## src/rtl/video_frame_monitor.sv

```systemverilog
// video_frame_monitor: passive line/frame geometry checker on a vs/hs/de pixel stream.
// Define VFM_CHECKSUM_EN to add the per-frame r+g+b checksum (otherwise checksum reads 0).
module video_frame_monitor #(
  parameter int H_ACT  = 1920,
  parameter int V_ACT  = 1080,
  parameter int CNT_W  = 12,
  parameter bit VS_POL = 1'b1
) (
  input  logic             clk,
  input  logic             rstn,
  input  logic             en,
  input  logic             vs_in,
  input  logic             hs_in,
  input  logic             de_in,
  input  logic [7:0]       r_in,
  input  logic [7:0]       g_in,
  input  logic [7:0]       b_in,
  output logic             frame_done,
  output logic             frame_ok,
  output logic             line_err,
  output logic [CNT_W-1:0] meas_lines,
  output logic [CNT_W-1:0] meas_pix,
  output logic [15:0]      frame_cnt,
  output logic [15:0]      err_cnt,
  output logic [15:0]      checksum
);
  typedef enum logic [1:0] {IDLE, SYNC, RUN} state_t;
  localparam logic [CNT_W-1:0] H_C = CNT_W'(H_ACT);
  localparam logic [CNT_W-1:0] V_C = CNT_W'(V_ACT);
  state_t state_q, state_d;
  logic en1_q, vs1_q, vs2_q, hs1_q, de1_q, de2_q;
  logic [CNT_W-1:0] pix_q, pix_d, line_q, line_d, mlines_q, mlines_d, mpix_q, mpix_d;
  logic [CNT_W-1:0] pix_inc, line_inc;
  logic lerr_q, lerr_d, ok_q, ok_d, rep_q, done_q;
  logic [15:0] fcnt_q, fcnt_d, ecnt_q, ecnt_d;
  logic run, vs_rise, de_rise, de_fall, report;
  always_ff @(posedge clk or negedge rstn)
    if (!rstn) {en1_q, vs1_q, vs2_q, hs1_q, de1_q, de2_q} <= '0;
    else begin
      en1_q <= en;
      vs1_q <= VS_POL ? vs_in : ~vs_in;
      vs2_q <= vs1_q;
      hs1_q <= hs_in;
      de1_q <= de_in;
      de2_q <= de1_q;
    end
  assign run      = state_q == RUN;
  assign vs_rise  = vs1_q & ~vs2_q;
  assign de_rise  = de1_q & ~de2_q;
  assign de_fall  = ~de1_q & de2_q;
  assign report   = run & vs_rise;
  assign pix_inc  = &pix_q ? pix_q : pix_q + 1'b1;
  assign line_inc = &line_q ? line_q : line_q + 1'b1;
  // A line still open (or ending this very cycle) when vs rises is dropped and spoils the frame.
  always_comb begin
    state_d  = !en1_q ? IDLE : state_q == IDLE ? SYNC : (state_q == SYNC && vs_rise) ? RUN : state_q;
    pix_d    = (!run || report) ? '0 : de_rise ? CNT_W'(1) : de1_q ? pix_inc : pix_q;
    line_d   = (!run || report) ? '0 : de_fall ? line_inc : line_q;
    mpix_d   = (run && !report && de_fall) ? pix_q : mpix_q;
    lerr_d   = (report || (state_q == SYNC && vs_rise)) ? 1'b0 :
               (run && de_fall && pix_q != H_C) ? 1'b1 : lerr_q;
    ok_d     = report ? (line_q == V_C && !lerr_q && !(de1_q || de2_q)) : ok_q;
    mlines_d = report ? line_q : mlines_q;
    fcnt_d   = report ? fcnt_q + 1'b1 : fcnt_q;
    ecnt_d   = (report && !ok_d && ecnt_q != 16'hFFFF) ? ecnt_q + 1'b1 : ecnt_q;
  end
  always_ff @(posedge clk or negedge rstn)
    if (!rstn) begin
      state_q  <= IDLE;
      pix_q    <= '0;
      line_q   <= '0;
      mpix_q   <= '0;
      mlines_q <= '0;
      lerr_q   <= 1'b0;
      ok_q     <= 1'b0;
      rep_q    <= 1'b0;
      done_q   <= 1'b0;
      fcnt_q   <= '0;
      ecnt_q   <= '0;
    end else begin
      state_q  <= state_d;
      pix_q    <= pix_d;
      line_q   <= line_d;
      mpix_q   <= mpix_d;
      mlines_q <= mlines_d;
      lerr_q   <= lerr_d;
      ok_q     <= ok_d;
      rep_q    <= report;
      done_q   <= rep_q;
      fcnt_q   <= fcnt_d;
      ecnt_q   <= ecnt_d;
    end
  assign frame_done = done_q;
  assign frame_ok   = ok_q;
  assign line_err   = lerr_q;
  assign meas_lines = mlines_q;
  assign meas_pix   = mpix_q;
  assign frame_cnt  = fcnt_q;
  assign err_cnt    = ecnt_q;
`ifdef VFM_CHECKSUM_EN
  logic [7:0] r1_q, g1_q, b1_q;
  logic [15:0] acc_q, acc_d, csum_q, csum_d;
  logic unused_hs;
  assign unused_hs = hs1_q;
  always_comb begin
    acc_d  = (!run || vs_rise) ? '0 : de1_q ? acc_q + 16'(r1_q) + 16'(g1_q) + 16'(b1_q) : acc_q;
    csum_d = report ? acc_q : csum_q;
  end
  always_ff @(posedge clk or negedge rstn)
    if (!rstn) begin
      {r1_q, g1_q, b1_q} <= '0;
      acc_q  <= '0;
      csum_q <= '0;
    end else begin
      {r1_q, g1_q, b1_q} <= {r_in, g_in, b_in};
      acc_q  <= acc_d;
      csum_q <= csum_d;
    end
  assign checksum = csum_q;
`else
  logic unused_in;
  assign unused_in = ^{hs1_q, r_in, g_in, b_in};
  assign checksum  = 16'h0000;
`endif
endmodule

```

## config.mk

```make
export PLATFORM = sky130hd
export DESIGN_NAME = video_frame_monitor
export DESIGN_NICKNAME = d
export VERILOG_FILES = /design/src/rtl/video_frame_monitor.sv
export SDC_FILE = /design/constraint.sdc
export NUM_CORES = 1
export LEC_CHECK = 0
export CORE_UTILIZATION = 25
export CTS_CLUSTER_DIAMETER = 60
export DETAILED_ROUTE_END_ITERATION = 8
export HOLD_SLACK_MARGIN = 0.02
export REMOVE_ABC_BUFFERS = 1
export SYNTH_ARGS = -nofsm -noshare
export SYNTH_HDL_FRONTEND = slang
export SYNTH_SLANG_ARGS = --single-unit
```

## constraint.sdc

```tcl
create_clock -name clk -period 2.05 [get_ports clk]
set_clock_uncertainty 0.2 [all_clocks]
set_input_delay 0.205 -clock clk [delete_from_list [all_inputs] [get_ports clk]]
set_output_delay 0.205 -clock clk [all_outputs]
set_load 0.02 [all_outputs]
```

; Yosys cells after proc, flatten, opt, wreduce, memory -nomap -nowiden
; Index checks and enable logic that the tools add are counted.
[word_totals]
regBits = 91
inputBits = 30
output_inout_bits = 75
elab_cells = 73
[op_classes]
n_addsub = 4
n_eq_ne = 8
mux = 13
bitwise = 7
n_reduce_logical = 25
[ops]
columns = op, count
row1 = 2-to-1 mux 12 bit, 7
row2 = "adder 16 x 1 -> 16 bit, second input constant", 2
row3 = "adder 12 x 1 -> 12 bit, second input constant", 2
row4 = AND reduction 12 bit, 2
row5 = "!= test 16 bit, second input constant", 1
row6 = "== test 12 x 11 -> 1 bit, second input constant", 1
row7 = "!= test 12 x 11 -> 1 bit, second input constant", 1
row8 = logical AND 1 bit, 9
row9 = 2-to-1 mux 2 bit, 3
row10 = logical NOT 1 bit, 5
row11 = AND 1 bit, 4
row12 = AND reduction 2 bit, 2
row13 = nonzero test 2 bit, 2
row14 = logical OR 1 bit, 3
row15 = 2-to-1 mux 1 bit, 3
row16 = "!= test 3 x 1 -> 1 bit, second input constant", 1
row17 = "!= test 3 x 2 -> 1 bit, second input constant", 1
row18 = inverter 1 bit, 3
row19 = nonzero test 3 bit, 1
row20 = "== test 2 x 1 -> 1 bit, second input constant", 1
row21 = "== test 2 bit, second input constant", 1
row22 = logical NOT 2 bit, 1
row23 = "!= test 2 x 1 -> 1 bit, second input constant", 1

; Depth between registers and ports, before layout
[depth]
depth_word = 7
depth_mapped = 7
ltp_nobuf = 7

; Worst setup path before layout
; OpenSTA, ideal clock, no wires.
[synth_timing]
kind = register to register
from = register line_q[0]
to = register ecnt_q[1] (netlist: err_cnt[1])
setup_ns = 0.125
arrival_ns = 1.686
required_time_ns = 1.725
slack_ns = 0.039
stages_incl_launch_ff = 7
path_buffers = 0
period_less_slack_ns = 2.011
cell_sequence = dfrtp_1 > inv_1 > ha_1 > nor4b_1 > a41oi_1 > a21boi_2 > mux2_2
[synth_between]
elab_chain_cells = 7
[synth_rtl]
columns = element, line
row1 = start: declaration, 32  ; logic [CNT_W-1:0] pix_q, pix_d, line_q, line_d, mlines_q, mlines_d, mpix_q, mpix_d;
row2 = start signal: assignment, 83  ; line_q <= line_d;
row3 = == test 12 x 11 -> 1 bit, 62  ; ok_d = report ? (line_q == V_C && !lerr_q && !(de1_q || de2_q)) : ok_q;
row4 = logical AND 1 bit (2 in a row), 62
row5 = 2-to-1 mux 1 bit, 62
row6 = logical NOT 1 bit, 65  ; ecnt_d = (report && !ok_d && ecnt_q != 16'hFFFF) ? ecnt_q + 1'b1 : ecnt_q;
row7 = logical AND 1 bit (2 in a row), 65
row8 = end signal: assignment, 91  ; ecnt_q <= ecnt_d;
row9 = end: declaration, 35  ; logic [15:0] fcnt_q, fcnt_d, ecnt_q, ecnt_d;
; No other way between the ends.
; A chain may end at the register's enable or synchronous reset.

; Final worst setup path
[layout_timing]
from = register line_q[0]
to = register ecnt_q[11] (netlist: err_cnt[11])
; The elaborated chain is that of the path after synthesis.

==> metrics.txt <==
# TYPE chip_impl_metric gauge
chip_impl_metric{name="grt_pass1_vias",unit=""} 3091
chip_impl_info{name="cts_root_buf",value="sky130_fd_sc_hd__clkbuf_16"} 1
chip_impl_metric{name="antenna_found_initial",unit=""} 0
chip_impl_metric{name="dr.pass1.iters",unit=""} 4
chip_impl_metric{name="cts.path.max_buffers",unit=""} 2
chip_impl_metric{name="detail-route-antenna-nets",unit=""} 0
chip_impl_metric{name="finalHoldViolCount",unit=""} 0
chip_impl_metric{name="p_sw_frac",unit=""} 0.237
chip_impl_metric{name="dr_total_vias",unit=""} 3063
chip_impl_metric{name="finish.net_count",unit=""} 517
chip_impl_metric{name="power_per_cell_area",unit="nW/µm²"} 679
chip_impl_metric{name="gp_routability_congestion",unit=""} 0.744
chip_impl_metric{name="fin_total_pwr",unit="W"} 0.00389
chip_impl_info{name="worstReg2RegEnd",value="err_cnt[11]$_DFFE_PN0P_"} 1
chip_impl_metric{name="final_setup_violation_count",unit=""} 0
chip_impl_metric{name="drv_slew",unit=""} 0
chip_impl_info{name="postSynth.topFlopCell",value="sky130_fd_sc_hd__dfrtp_1"} 1
chip_impl_metric{name="grt_pass1_wl",unit="mm"} 15.2
chip_impl_metric{name="maximum_vdd_ir_drop",unit="mV"} 0.343
chip_impl_metric{name="area_delta_synth_final",unit="%"} 36.0
chip_impl_info{name="top_signal_layer_used",value="met4"} 1
chip_impl_metric{name="design.core.area",unit="µm²"} 16500
chip_impl_info{name="worst_r2r_startpoint",value="line_q[0]$_DFFE_PN0P_"} 1
chip_impl_metric{name="global_route.usage.total",unit=""} 0.109
chip_impl_metric{name="cp.required",unit="ns"} 2.08
chip_impl_info{name="crit_path_start",value="line_q[0]$_DFFE_PN0P_"} 1
chip_impl_metric{name="fp.dieW",unit="µm"} 132
chip_impl_info{name="end_kind",value="flop"} 1
chip_impl_metric{name="worst_setup_hold_path_clk_slew",unit="ns"} 0.07
chip_impl_metric{name="power_report.internal_total",unit="W"} 0.00297
chip_impl_metric{name="route.detailed.wl_per_inst",unit="µm"} 12.9
chip_impl_info{name="status",value="finished, final reports clean"} 1
chip_impl_info{name="grt_setup_unrepaired",value="false"} 1
chip_impl_metric{name="cts_num_sinks",unit=""} 91
chip_impl_metric{name="synth_async_sr_flop_share",unit=""} 1.00
chip_impl_info{name="tritoncts",value="built"} 1
chip_impl_metric{name="crit_fanout",unit=""} 5
chip_impl_info{name="critPathKind",value="reg2reg"} 1
chip_impl_metric{name="cap_violations",unit=""} 0
chip_impl_info{name="holdCritPathClass",value="in2async"} 1
chip_impl_metric{name="max_freq",unit="MHz"} 510
chip_impl_metric{name="cellLeakagePower",unit="nW"} 2.52
chip_impl_metric{name="dieHeight",unit="µm"} 132
chip_impl_metric{name="seqPwrFrac",unit=""} 0.483
chip_impl_metric{name="final.period_utilization",unit=""} 0.956
chip_impl_metric{name="netlist_instances",unit=""} 372
chip_impl_metric{name="floorplan.io_pins",unit=""} 105
chip_impl_info{name="post-synth-top-count-cell",value="sky130_fd_sc_hd__dfrtp_1"} 1
chip_impl_metric{name="place.port_buffers",unit=""} 63
chip_impl_metric{name="globalRouteOverflowTotal",unit=""} 0
chip_impl_metric{name="synth_top_area_frac",unit=""} 0.541
chip_impl_metric{name="synth_cell_area",unit="µm²"} 4210
chip_impl_metric{name="critical_path_arrival",unit="ns"} 1.98
chip_impl_metric{name="latest_clock_arrival_within_the_worst_skew_pair",unit="ns"} 0.34
chip_impl_metric{name="met1_length",unit="mm"} 4.11
chip_impl_metric{name="detail_route.wirelength",unit="mm"} 9.12
chip_impl_info{name="synth_area_leaders",value="sky130_fd_sc_hd__dfrtp_1 (54%), sky130_fd_sc_hd__xnor2_1 (6.7%), sky130_fd_sc_hd__mux2_2 (6.4%), sky130_fd_sc_hd__nor2_1 (3.0%), sky130_fd_sc_hd__buf_4 (2.9%)"} 1
chip_impl_metric{name="slew_headroom",unit=""} 0.542
chip_impl_metric{name="synthesis.area_per_instance",unit="µm²"} 11.3
chip_impl_metric{name="clock_power_share",unit=""} 0.425
chip_impl_metric{name="timing.reg2reg.setup_slack",unit="ns"} 0.09
chip_impl_metric{name="detailroute.wirelength.met2",unit="mm"} 4.57
chip_impl_info{name="setup.worst_path.start_class",value="flop"} 1
chip_impl_metric{name="share_of_final_layout_standard_cells_stronger_than_drive_strength_1",unit=""} 0.206
chip_impl_metric{name="first_iter_violations",unit=""} 84
chip_impl_metric{name="net-switching-power",unit="W"} 0.000920
chip_impl_metric{name="via_per_inst",unit=""} 4.34
chip_impl_metric{name="power.share.combinational",unit=""} 0.092
chip_impl_metric{name="cts_made_buffers",unit=""} 9
chip_impl_metric{name="synth-seq-area-share",unit=""} 0.541
chip_impl_metric{name="fin_crit",unit="ns"} 1.96
chip_impl_metric{name="antenna_cells",unit=""} 0
chip_impl_metric{name="floorplan.initialDensity",unit=""} 0.255
chip_impl_metric{name="routed-wl-met3",unit="µm"} 323
chip_impl_metric{name="r2r_cells",unit=""} 8
chip_impl_metric{name="final_util",unit=""} 0.347
chip_impl_metric{name="synth.lib_cells_used.distinct",unit=""} 47
chip_impl_metric{name="ys_seq_elements",unit=""} 91
chip_impl_info{name="post-synth-top-area-cell",value="sky130_fd_sc_hd__dfrtp_1"} 1
chip_impl_metric{name="yosys_warnings",unit=""} 0
chip_impl_metric{name="final.hold.worst_slack",unit="ns"} 0.0472
chip_impl_metric{name="grt_max_degree",unit=""} 58
chip_impl_info{name="netlist_top_cells_count",value="sky130_fd_sc_hd__dfrtp_1 (91), sky130_fd_sc_hd__nor2_1 (34), sky130_fd_sc_hd__xnor2_1 (32)"} 1
chip_impl_metric{name="number_of_flops_mapped_to_enable_cells_by_yosys",unit=""} 0
chip_impl_metric{name="die-area",unit="µm²"} 17400
chip_impl_metric{name="h-tree-depth",unit=""} 3
chip_impl_metric{name="drcViolationCount",unit=""} 0
chip_impl_metric{name="hpwlAfterDp",unit="mm"} 6.71
chip_impl_metric{name="fp-row-count",unit=""} 47
chip_impl_metric{name="worst_slew_pin_slew",unit="ns"} 0.683
metrics by stage:
stage / setup TNS [ns] / worst slack (ns) / cell area [µm²] / cells
floorplan: -5.59 / -0.445 / 4110 / 364
global route: 0 / 0.00783 / 5730 / 705
finish: 0 / 0.0911 / 5730 / 705
CTS: 0 / 0.0113 / 5690 / 705
global placement: -0.438 / -0.114 / 5350 / 688
detailed placement: -1.93 / -0.246 / 5350 / 688
critical path, stage by stage, from the launching register on:
cell and delay (ns):
sky130_fd_sc_hd__dfrtp_1 0.36, sky130_fd_sc_hd__inv_2 0.05, sky130_fd_sc_hd__ha_2 0.17, sky130_fd_sc_hd__nor4b_4 0.14, sky130_fd_sc_hd__and4_4 0.19, sky130_fd_sc_hd__a2111oi_4 0.30, sky130_fd_sc_hd__buf_4 0.19, sky130_fd_sc_hd__nand4_1 0.11
sky130_fd_sc_hd__xnor2_1 0.14
placed cells by master, fill, tap and decap left out, types with 2 or more instances in the layout:
| cell type | synthesis | layout |
|---|---|---|
| sky130_fd_sc_hd__dfrtp_1 | 91 | 91 |
| sky130_fd_sc_hd__clkdlybuf4s50_1 | 0 | 62 |
| sky130_fd_sc_hd__buf_4 | 16 | 41 |
| sky130_fd_sc_hd__nor2_1 | 34 | 33 |
| sky130_fd_sc_hd__xnor2_1 | 32 | 32 |
| sky130_fd_sc_hd__nand2_1 | 30 | 30 |
| sky130_fd_sc_hd__mux2_2 | 24 | 24 |
| sky130_fd_sc_hd__nand3_1 | 21 | 20 |
| sky130_fd_sc_hd__conb_1 | 1 | 16 |
| sky130_fd_sc_hd__nor3_1 | 12 | 12 |
| sky130_fd_sc_hd__nand4_1 | 10 | 10 |
| sky130_fd_sc_hd__xor2_1 | 10 | 10 |
| sky130_fd_sc_hd__clkbuf_16 | 0 | 9 |
| sky130_fd_sc_hd__and3_1 | 9 | 8 |
| sky130_fd_sc_hd__o21ai_0 | 7 | 7 |
| sky130_fd_sc_hd__inv_1 | 7 | 6 |
| sky130_fd_sc_hd__nor4_1 | 6 | 6 |
| sky130_fd_sc_hd__a21oi_1 | 5 | 5 |
| sky130_fd_sc_hd__ha_1 | 6 | 5 |
| sky130_fd_sc_hd__nor2b_1 | 4 | 4 |
| sky130_fd_sc_hd__or3_1 | 4 | 4 |
| sky130_fd_sc_hd__nand2b_1 | 3 | 3 |
| sky130_fd_sc_hd__mux2i_1 | 3 | 3 |
| sky130_fd_sc_hd__clkinv_4 | 0 | 3 |
| sky130_fd_sc_hd__a31oi_1 | 2 | 2 |
| sky130_fd_sc_hd__nand3b_1 | 2 | 2 |
| sky130_fd_sc_hd__a41oi_1 | 3 | 2 |
| sky130_fd_sc_hd__buf_12 | 0 | 2 |
sequential cells by signal (all words and copies together), names as in the netlist:
signal,count
err_cnt,16
de1_q,1
de2_q,1
meas_lines,12
vs1_q,1
rep_q,1
line_err,1
line_q,12
meas_pix,12
frame_cnt,16
frame_done,1
frame_ok,1
pix_q,12
vs2_q,1
state_q,2
en1_q,1
layout make-up:
| type | count | area, µm² |
|---|---|---|
| fill | 1658 | 10800 |
| tap | 220 | 275 |
| clock buffer | 10 | 239 |
| clock inverter | 5 | 63.8 |
| inverter | 7 | 26.3 |
| timing repair buffer | 106 | 978 |
| sequential | 91 | 2280 |
| multi-input combinational | 266 | 1870 |
how the worst max path moves through the flow:
stage	to	slack, ns	depth (start not counted)
5_1_grt	frame_cnt[15]$_DFFE_PN0P_	0.008	7
4_1_cts	err_cnt[11]$_DFFE_PN0P_	0.01	8
2_1_floorplan	err_cnt[1]$_DFFE_PN0P_	-0.44	4
3_5_place_dp	err_cnt[1]$_DFFE_PN0P_	-0.25	6
3_3_place_gp	err_cnt[1]$_DFFE_PN0P_	-0.11	6
6_report	err_cnt[11]$_DFFE_PN0P_	0.09	8
what timing repair did:
action / in CTS / in global routing
buffers inserted: 1 / 0
endpoints found under the hold margin: 91 / 0
pin swaps: 1 / 5
endpoints found under the setup margin: 16 / 13
hold buffers: 1 / 0
resized for setup: 5 / 9
power groups by stage:
stage,registers (W),logic [W],clock network [W]
final,0.00188,0.000357,0.00165
after global routing,0.00188,0.000394,0.00178
after CTS,0.00188,0.000360,0.00172
after detailed placement,0.00191,0.000356,0
after global placement,0.00191,0.000351,0
after floorplan,0.00197,0.0000988,0
routing by layer:
metal	up-vias	GRT usage
met4	0	0.0368
met5	-	0
met1	1491	0.135
li1	1496	-
met3	9	0.0296
met2	67	0.185
cell families (layout without fill, tap and decap cells):
kind of cell	count (synthesis)	in the layout	share of synthesized area
simple gates	148	148	0.187
flops	91	91	0.541
xor+xnor	42	42	0.0874
buf+inv	30	128	0.0425
compound gates	27	27	0.0523
mux	27	27	0.0713
fa+ha+maj	6	6	0.0178
other cells	1	16	0.000891
Power figures use the tool's default switching activity.
